<file path="src/rtl/rot_pkg.sv">
// rot_pkg: shared sizes, angle/state encodings and the output-to-source coordinate mapping
package rot_pkg;
    localparam int ROT_DIM_LOG2 = 6;
    localparam int ROT_PIX_W    = 24;

    typedef enum logic [1:0] {ROT_0, ROT_90, ROT_180, ROT_270} angle_t;
    typedef enum logic [1:0] {IDLE, FILL, DRAIN} state_t;

    function automatic angle_t decode_angle(input logic [3:0] code);
        return code > 4'd3 ? ROT_0 : angle_t'(code[1:0]);
    endfunction

    // Bitwise inversion gives DIM-1-x, so every term stays modulo DIM
    function automatic logic [2*ROT_DIM_LOG2-1:0] src_addr(
        input logic [ROT_DIM_LOG2-1:0] r,
        input logic [ROT_DIM_LOG2-1:0] c,
        input angle_t                  ang,
        input logic                    mir
    );
        logic [ROT_DIM_LOG2-1:0] cc, sr, sc;
        cc = mir ? ~c : c;
        sr = ang == ROT_90 ? ~cc : ang == ROT_180 ? ~r  : ang == ROT_270 ? cc : r;
        sc = ang == ROT_90 ? r   : ang == ROT_180 ? ~cc : ang == ROT_270 ? ~r : cc;
        return {sr, sc};
    endfunction
endpackage

</file>
<file path="src/rtl/rot_skid_buf.sv">
// rot_skid_buf: 2-entry valid/ready buffer for read results; credit = free entries
module rot_skid_buf #(
    parameter int W = 37
) (
    input  logic         clk,
    input  logic         rst,
    input  logic         push,
    input  logic [W-1:0] din,
    input  logic         ready,
    output logic         valid,
    output logic [W-1:0] dout,
    output logic [1:0]   credit
);
    logic [W-1:0] mem [2];
    logic         rp, wp;
    logic [1:0]   cnt;
    logic         pop;

    assign valid  = cnt != 2'd0;
    assign dout   = mem[rp];
    assign credit = 2'd2 - cnt;
    assign pop    = valid & ready;

    always_ff @(posedge clk) begin
        if (rst) begin
            mem[0] <= '0;
            mem[1] <= '0;
            rp     <= 1'b0;
            wp     <= 1'b0;
            cnt    <= 2'd0;
        end else begin
            if (push) mem[wp] <= din;
            if (push) wp <= ~wp;
            if (pop) rp <= ~rp;
            cnt <= cnt + {1'b0, push} - {1'b0, pop};
        end
    end
endmodule

</file>
<file path="src/rtl/rot_frame_sequencer.sv">
// rot_frame_sequencer: buffers one frame, then streams it back rotated by the latched angle.
// Optional ROT_MIRROR_EN adds i_mirror for a horizontal mirror after rotation.
module rot_frame_sequencer
    import rot_pkg::*;
#(
    parameter int DIM_LOG2 = ROT_DIM_LOG2,
    parameter int PIX_W    = ROT_PIX_W
) (
    input  logic                  axi_clk,
    input  logic                  reset,
    input  logic [3:0]            aci,
`ifdef ROT_MIRROR_EN
    input  logic                  i_mirror,
`endif
    input  logic                  i_rgb_data_valid,
    input  logic [PIX_W-1:0]      i_rgb_data,
    output logic                  o_in_ready,
    output logic                  buf_we,
    output logic [2*DIM_LOG2-1:0] buf_waddr,
    output logic [PIX_W-1:0]      buf_wdata,
    output logic                  buf_re,
    output logic [2*DIM_LOG2-1:0] buf_raddr,
    input  logic [PIX_W-1:0]      buf_rdata,
    output logic                  o_rgb_data_valid,
    output logic [PIX_W-1:0]      o_rgb_data,
    input  logic                  i_out_ready,
    output logic                  line_flag,
    output logic [DIM_LOG2-1:0]   a,
    output logic [DIM_LOG2-1:0]   b,
    output logic                  frame_done,
    output logic                  o_overrun
);
    localparam int AW = 2*DIM_LOG2;
    localparam int SW = PIX_W + AW + 1;

    state_t                state;
    angle_t                ang;
    logic                  mir, mir_in, accept, pop, last_out, infl, rd_done;
    logic [AW-1:0]         wcnt, rcnt;
    logic [DIM_LOG2-1:0]   rrow, rcol, infl_r, infl_c;
    logic [SW-1:0]         skid_dout;
    logic [1:0]            credit;

`ifdef ROT_MIRROR_EN
    assign mir_in = i_mirror;
`else
    assign mir_in = 1'b0;
`endif

    assign o_in_ready = state != DRAIN;
    assign accept     = i_rgb_data_valid & o_in_ready;
    assign buf_we     = accept;
    assign buf_waddr  = wcnt;
    assign buf_wdata  = i_rgb_data;
    assign rrow       = rcnt[AW-1:DIM_LOG2];
    assign rcol       = rcnt[DIM_LOG2-1:0];
    assign buf_raddr  = src_addr(rrow, rcol, ang, mir);
    assign pop        = o_rgb_data_valid & i_out_ready;
    assign last_out   = &a & &b;
    // A read needs a free skid slot when its data lands, after this cycle's pop
    assign buf_re     = state == DRAIN && !rd_done &&
                        ({2'b0, infl} < {1'b0, credit} + {2'b0, pop});

    assign o_rgb_data = skid_dout[SW-1 -: PIX_W];
    assign a          = skid_dout[AW:DIM_LOG2+1];
    assign b          = skid_dout[DIM_LOG2:1];
    assign line_flag  = o_rgb_data_valid & skid_dout[0];

    rot_skid_buf #(.W(SW)) u_skid (
        .clk    (axi_clk),
        .rst    (reset),
        .push   (infl),
        .din    ({buf_rdata, infl_r, infl_c, &infl_c}),
        .ready  (i_out_ready),
        .valid  (o_rgb_data_valid),
        .dout   (skid_dout),
        .credit (credit)
    );

    always_ff @(posedge axi_clk) begin
        if (reset) begin
            state      <= IDLE;
            ang        <= ROT_0;
            mir        <= 1'b0;
            wcnt       <= '0;
            rcnt       <= '0;
            rd_done    <= 1'b0;
            infl       <= 1'b0;
            infl_r     <= '0;
            infl_c     <= '0;
            frame_done <= 1'b0;
            o_overrun  <= 1'b0;
        end else begin
            infl       <= buf_re;
            frame_done <= pop & last_out;
            if (i_rgb_data_valid & !o_in_ready) o_overrun <= 1'b1;
            if (accept) wcnt <= wcnt + 1'b1;
            if (buf_re) begin
                rcnt    <= rcnt + 1'b1;
                infl_r  <= rrow;
                infl_c  <= rcol;
                rd_done <= &rcnt;
            end
            if (state == IDLE && accept) begin
                state <= FILL;
                ang   <= decode_angle(aci);
                mir   <= mir_in;
            end
            if (state == FILL && accept && &wcnt) state <= DRAIN;
            if (state == DRAIN && pop && last_out) begin
                state   <= IDLE;
                rd_done <= 1'b0;
            end
        end
    end
endmodule

</file>
<file path="config.mk">
export PLATFORM = sky130hd
export DESIGN_NAME = rot_frame_sequencer
export DESIGN_NICKNAME = d
export VERILOG_FILES = /design/src/rtl/rot_pkg.sv /design/src/rtl/rot_skid_buf.sv /design/src/rtl/rot_frame_sequencer.sv
export SDC_FILE = /design/constraint.sdc
export NUM_CORES = 1
export LEC_CHECK = 0
export ABC_CLOCK_PERIOD_IN_PS = 2500
export CORE_MARGIN = 8
export CORE_UTILIZATION = 46
export CTS_BUF_LIST = sky130_fd_sc_hd__clkbuf_8
export CTS_CLUSTER_DIAMETER = 100
export DETAILED_ROUTE_END_ITERATION = 7
export PLACE_DENSITY = 0.76
export SLEW_MARGIN = 20
export SYNTH_ARGS = -nofsm -noshare
export SYNTH_HDL_FRONTEND = slang
export SYNTH_SLANG_ARGS = --single-unit
</file>
<file path="constraint.sdc">
create_clock -name axi_clk -period 2.5 [get_ports axi_clk]
set_input_delay 0.5 -clock axi_clk [delete_from_list [all_inputs] [get_ports axi_clk]]
set_output_delay 0.5 -clock axi_clk [all_outputs]
set_load 0.01 [all_outputs]
</file>
==> metrics.md <==
| Metric | Value |
|---|---|
| Status | `finished clean` |
| Grt ovf | `0` |
| Async SR Flop Fraction | `0` |
| EDFF count, synth | `74` |
| Largest stage delay, worst path | `~0.33 ns` |
| Cell depth of the worst flop-to-flop path | `11` |
| Count of cell types in the netlist | `44` |
| Fin. Hold Viols | `0` |
| Clk buf depth | `2` |
| Ratio of cells with drive above 1 in the final layout | `0.171` |
| Clk_lat worst skew | `around 0.42 ns` |
| DR vias/cell | `5.18` |
| Gpl congestion | `between 0.8 and 0.9` |
| Post-Route Utilization | `0.590` |
| Vias in the first global route | `roughly 4200` |
| Critical-path cell list | `inv_1 -> ha_2 -> nand2b_4 -> xnor2_4 -> ha_2 -> nand2b_4 -> o21ai_4 -> inv_2 -> buf_6` |
| # port buffers | `98` |
| RSZ-0062 raised after global routing | `yes` |
| CTS tree | `yes` |
| Row count | `41` |
| Initial antenna violation count | `1` |
| Initial Util | `0.466` |
| Most frequent cells after synthesis | `76 x and2_1, 74 x edfxtp_1, 49 x dfxtp_1` |
| CTS HTree Levels | `4` |
| Core footprint | `12500 um^2` |
| Synth top area share | `0.383` |
| Sw Ratio | `0.240` |
| Non-Filler Instances | `slightly below 800` |
| Synthesized Nets | `~580` |
| Final Setup Violations | `0` |
| Slowest CP cell | `dfxtp_2` |
| IO Count | `roughly 150` |
| CP bufs+invs | `3` |
| Cell Int Power | `3.43 mW` |
| Top delay family on crit path | `adder cells` |
| Gate power share | `0.126` |
| Max Transition Viols Final | `0` |
| Wire length of the first global-routing pass | `roughly 21 mm` |
| Worst path depth | `9` |
| Via Count | `4102` |
| Chip width | `between 100 and 150 um` |
| Fmax | `between 0.4 and 0.5 GHz` |
| Largest net degree at the start of global routing | `55` |
| Detailed Place HPWL | `a little under 9 mm` |
| Final WS setup | `roughly 0.07 ns` |
| Final min period | `approximately 2.4 ns` |
| DP Cell Count | `about 760` |
| Register area share after synthesis | `0.551` |
| Synthesized flop and latch total | `about 120` |
| Crit-path max FO | `2` |
| R2r endpoint | `rcnt[9]` |
| Worst Tran Pin Value | `a little over 0.9 ns` |
| Post-Route WL | `approximately 13 mm` |
| Hold path startpoint | `reset` |
| Cts hold-fix bufs | `0` |
| LEAKAGE | `about 2.7 nW` |
| Ant diodes | `0` |
| Routed length per instance | `16.4 um` |
| Worst setup EP type | `primary output` |
| Pwr/cell area | `roughly 600 nW/um^2` |
| WHS Path Cells | `2` |
| Nets | `~670` |
| Die area | `16500 um^2` |
| DRC | `0` |
| Die height | `approximately 130 um` |
| Worst-path clk slew | `approximately 0.07 ns` |
| Reg2Reg Launch Point | `u_skid.cnt[0]` |
| Critical Path RT | `~2 ns` |
| TritonCTS Sinks | `around 120` |
| Top-count cell post-synth | `and2_1` |
| Clk pwr share | `0.380` |
| Clk_skew | `between 0.009 and 0.01 ns` |
| GRT Overall Usage | `0.159` |
| Main area contributors after synthesis | `edfxtp_1 38%, dfxtp_1 17%, and2_1 8.2%` |
| Cell area after synthesis | `5810 um^2` |
| Synth Area per Inst | `between 10 and 15 um^2` |
| Maximum VDD drop | `about 0.00024 V` |
| Area delta synth->final | `26.6%` |
| Type of the worst min-delay path | `primary input to flip-flop` |
| Reg2reg setup slack | `0.27 ns` |
| Yosys top cell by area | `edfxtp_1` |
| Yosys warning count | `0` |
| Critical Path AT | `~1.9 ns` |
| Max cap viols | `0` |
| TritonRoute pass-1 iters | `5` |
| Post-route clock period utilization | `0.972` |
| Main synth FF type | `edfxtp_1` |
| Seq pwr share | `0.494` |
| Root Buffer | `clkbuf_8` |
| CTS Buf Count | `17` |
| Aggregate negative setup slack | `0 ns` |
| Worst slew margin | `0.384` |
| Worst slack, placed | `-0.291 ns` |
| Crit path kind | `flip-flop to primary output` |
| NetSw | `~1.1 mW` |
| Mapped Cells | `520` |
| Antenna Violating Nets Remaining | `0` |
| Starting DRT DRC Count | `270` |
| Total power | `~4.5 mW` |
| Startpoint types | `flip-flop` |
-- how the worst max path moves through the flow --
| stage | startpoint | slack, ns | end |
|---|---|---|---|
| 2_1_floorplan | u_skid.cnt[0] | 0.007 | buf_re |
| 3_3_place_gp | i_out_ready | -0.31 | buf_re |
| 3_5_place_dp | i_out_ready | -0.29 | buf_re |
| 4_1_cts | u_skid.cnt[0] | 0.009 | buf_re |
| 5_1_grt | u_skid.cnt[0] | -0.02 | buf_re |
| 6_report | u_skid.cnt[0] | 0.07 | buf_re |
-- layout make-up --
class,count,area (um^2)
clock buffer,18,248
multi-input combinational,330,2320
inverter,18,67.6
tap,172,215
sequential,123,3210
fill,1014,5110
timing repair buffer,117,1150
clock inverter,14,148
-- sequential cells by signal, summed over array words and instances, names as in the netlist, 2 cells and up, named ones only --
register / flops
infl_c: 6
ang: 2
u_skid.cnt: 2
infl_r: 6
u_skid.mem: 74
state: 2
buf_waddr: 12
rcnt: 12
-- power groups by stage --
stage | logic, mW | registers, mW | clock network, mW
2_1_floorplan | 0.293 | 2.26 | 0
3_3_place_gp | 0.528 | 2.27 | 0
3_5_place_dp | 0.533 | 2.27 | 0
4_1_cts | 0.558 | 2.23 | 1.75
5_1_grt | 0.608 | 2.24 | 1.84
6_report | 0.569 | 2.23 | 1.72
-- stage by stage --
stage / cell area [um^2] / hold WS [ns]
floorplan: 5810 / 0.440
global placement: 6870 / 0.451
detailed placement: 6870 / 0.457
CTS: 7300 / 0.306
global route: 7350 / 0.333
finish: 7350 / 0.343
-- cell families after synthesis --
| group | count (synthesis) | synth area share |
|---|---|---|
| and+or+nand+nor | 197 | 0.188 |
| AOI/OAI and AO/OA | 54 | 0.0590 |
| muxes | 49 | 0.0920 |
| xor gates and xnor gates | 25 | 0.0377 |
| adders and majority gates | 5 | 0.0108 |
| DFF | 123 | 0.551 |
| buffers and inverters | 67 | 0.0612 |
-- timing repair --
item	in CTS	in global routing
setup endpoints to repair	12	10
pin swaps	1	1
buffers inserted	0	1
resized for setup	13	11
-- placed cells by master, fill, tap and decap left out, drive strengths merged, types with 5 or more instances in the layout --
cell / n
clkdlybuf4s50: 92
and2: 76
edfxtp: 74
dfxtp: 49
nand2: 38
mux2: 35
a21oi: 28
nor2: 22
buf: 21
inv: 19
clkbuf: 18
xnor2: 17
mux2i: 14
nand3: 11
nand4: 9
xor2: 8
o21ai: 8
or3: 7
clkinv: 7
nand2b: 6
nor3: 6
ha: 5
-- routing by layer --
| metal | global-route usage | share of wire |
|---|---|---|
| met5 | 0 | 0.00085 |
| met4 | 0.0531 | 0.014 |
| met3 | 0.0534 | 0.072 |
| met2 | 0.269 | 0.48 |
| met1 | 0.186 | 0.44 |
No activity file was read; power rests on OpenSTA's default activity.
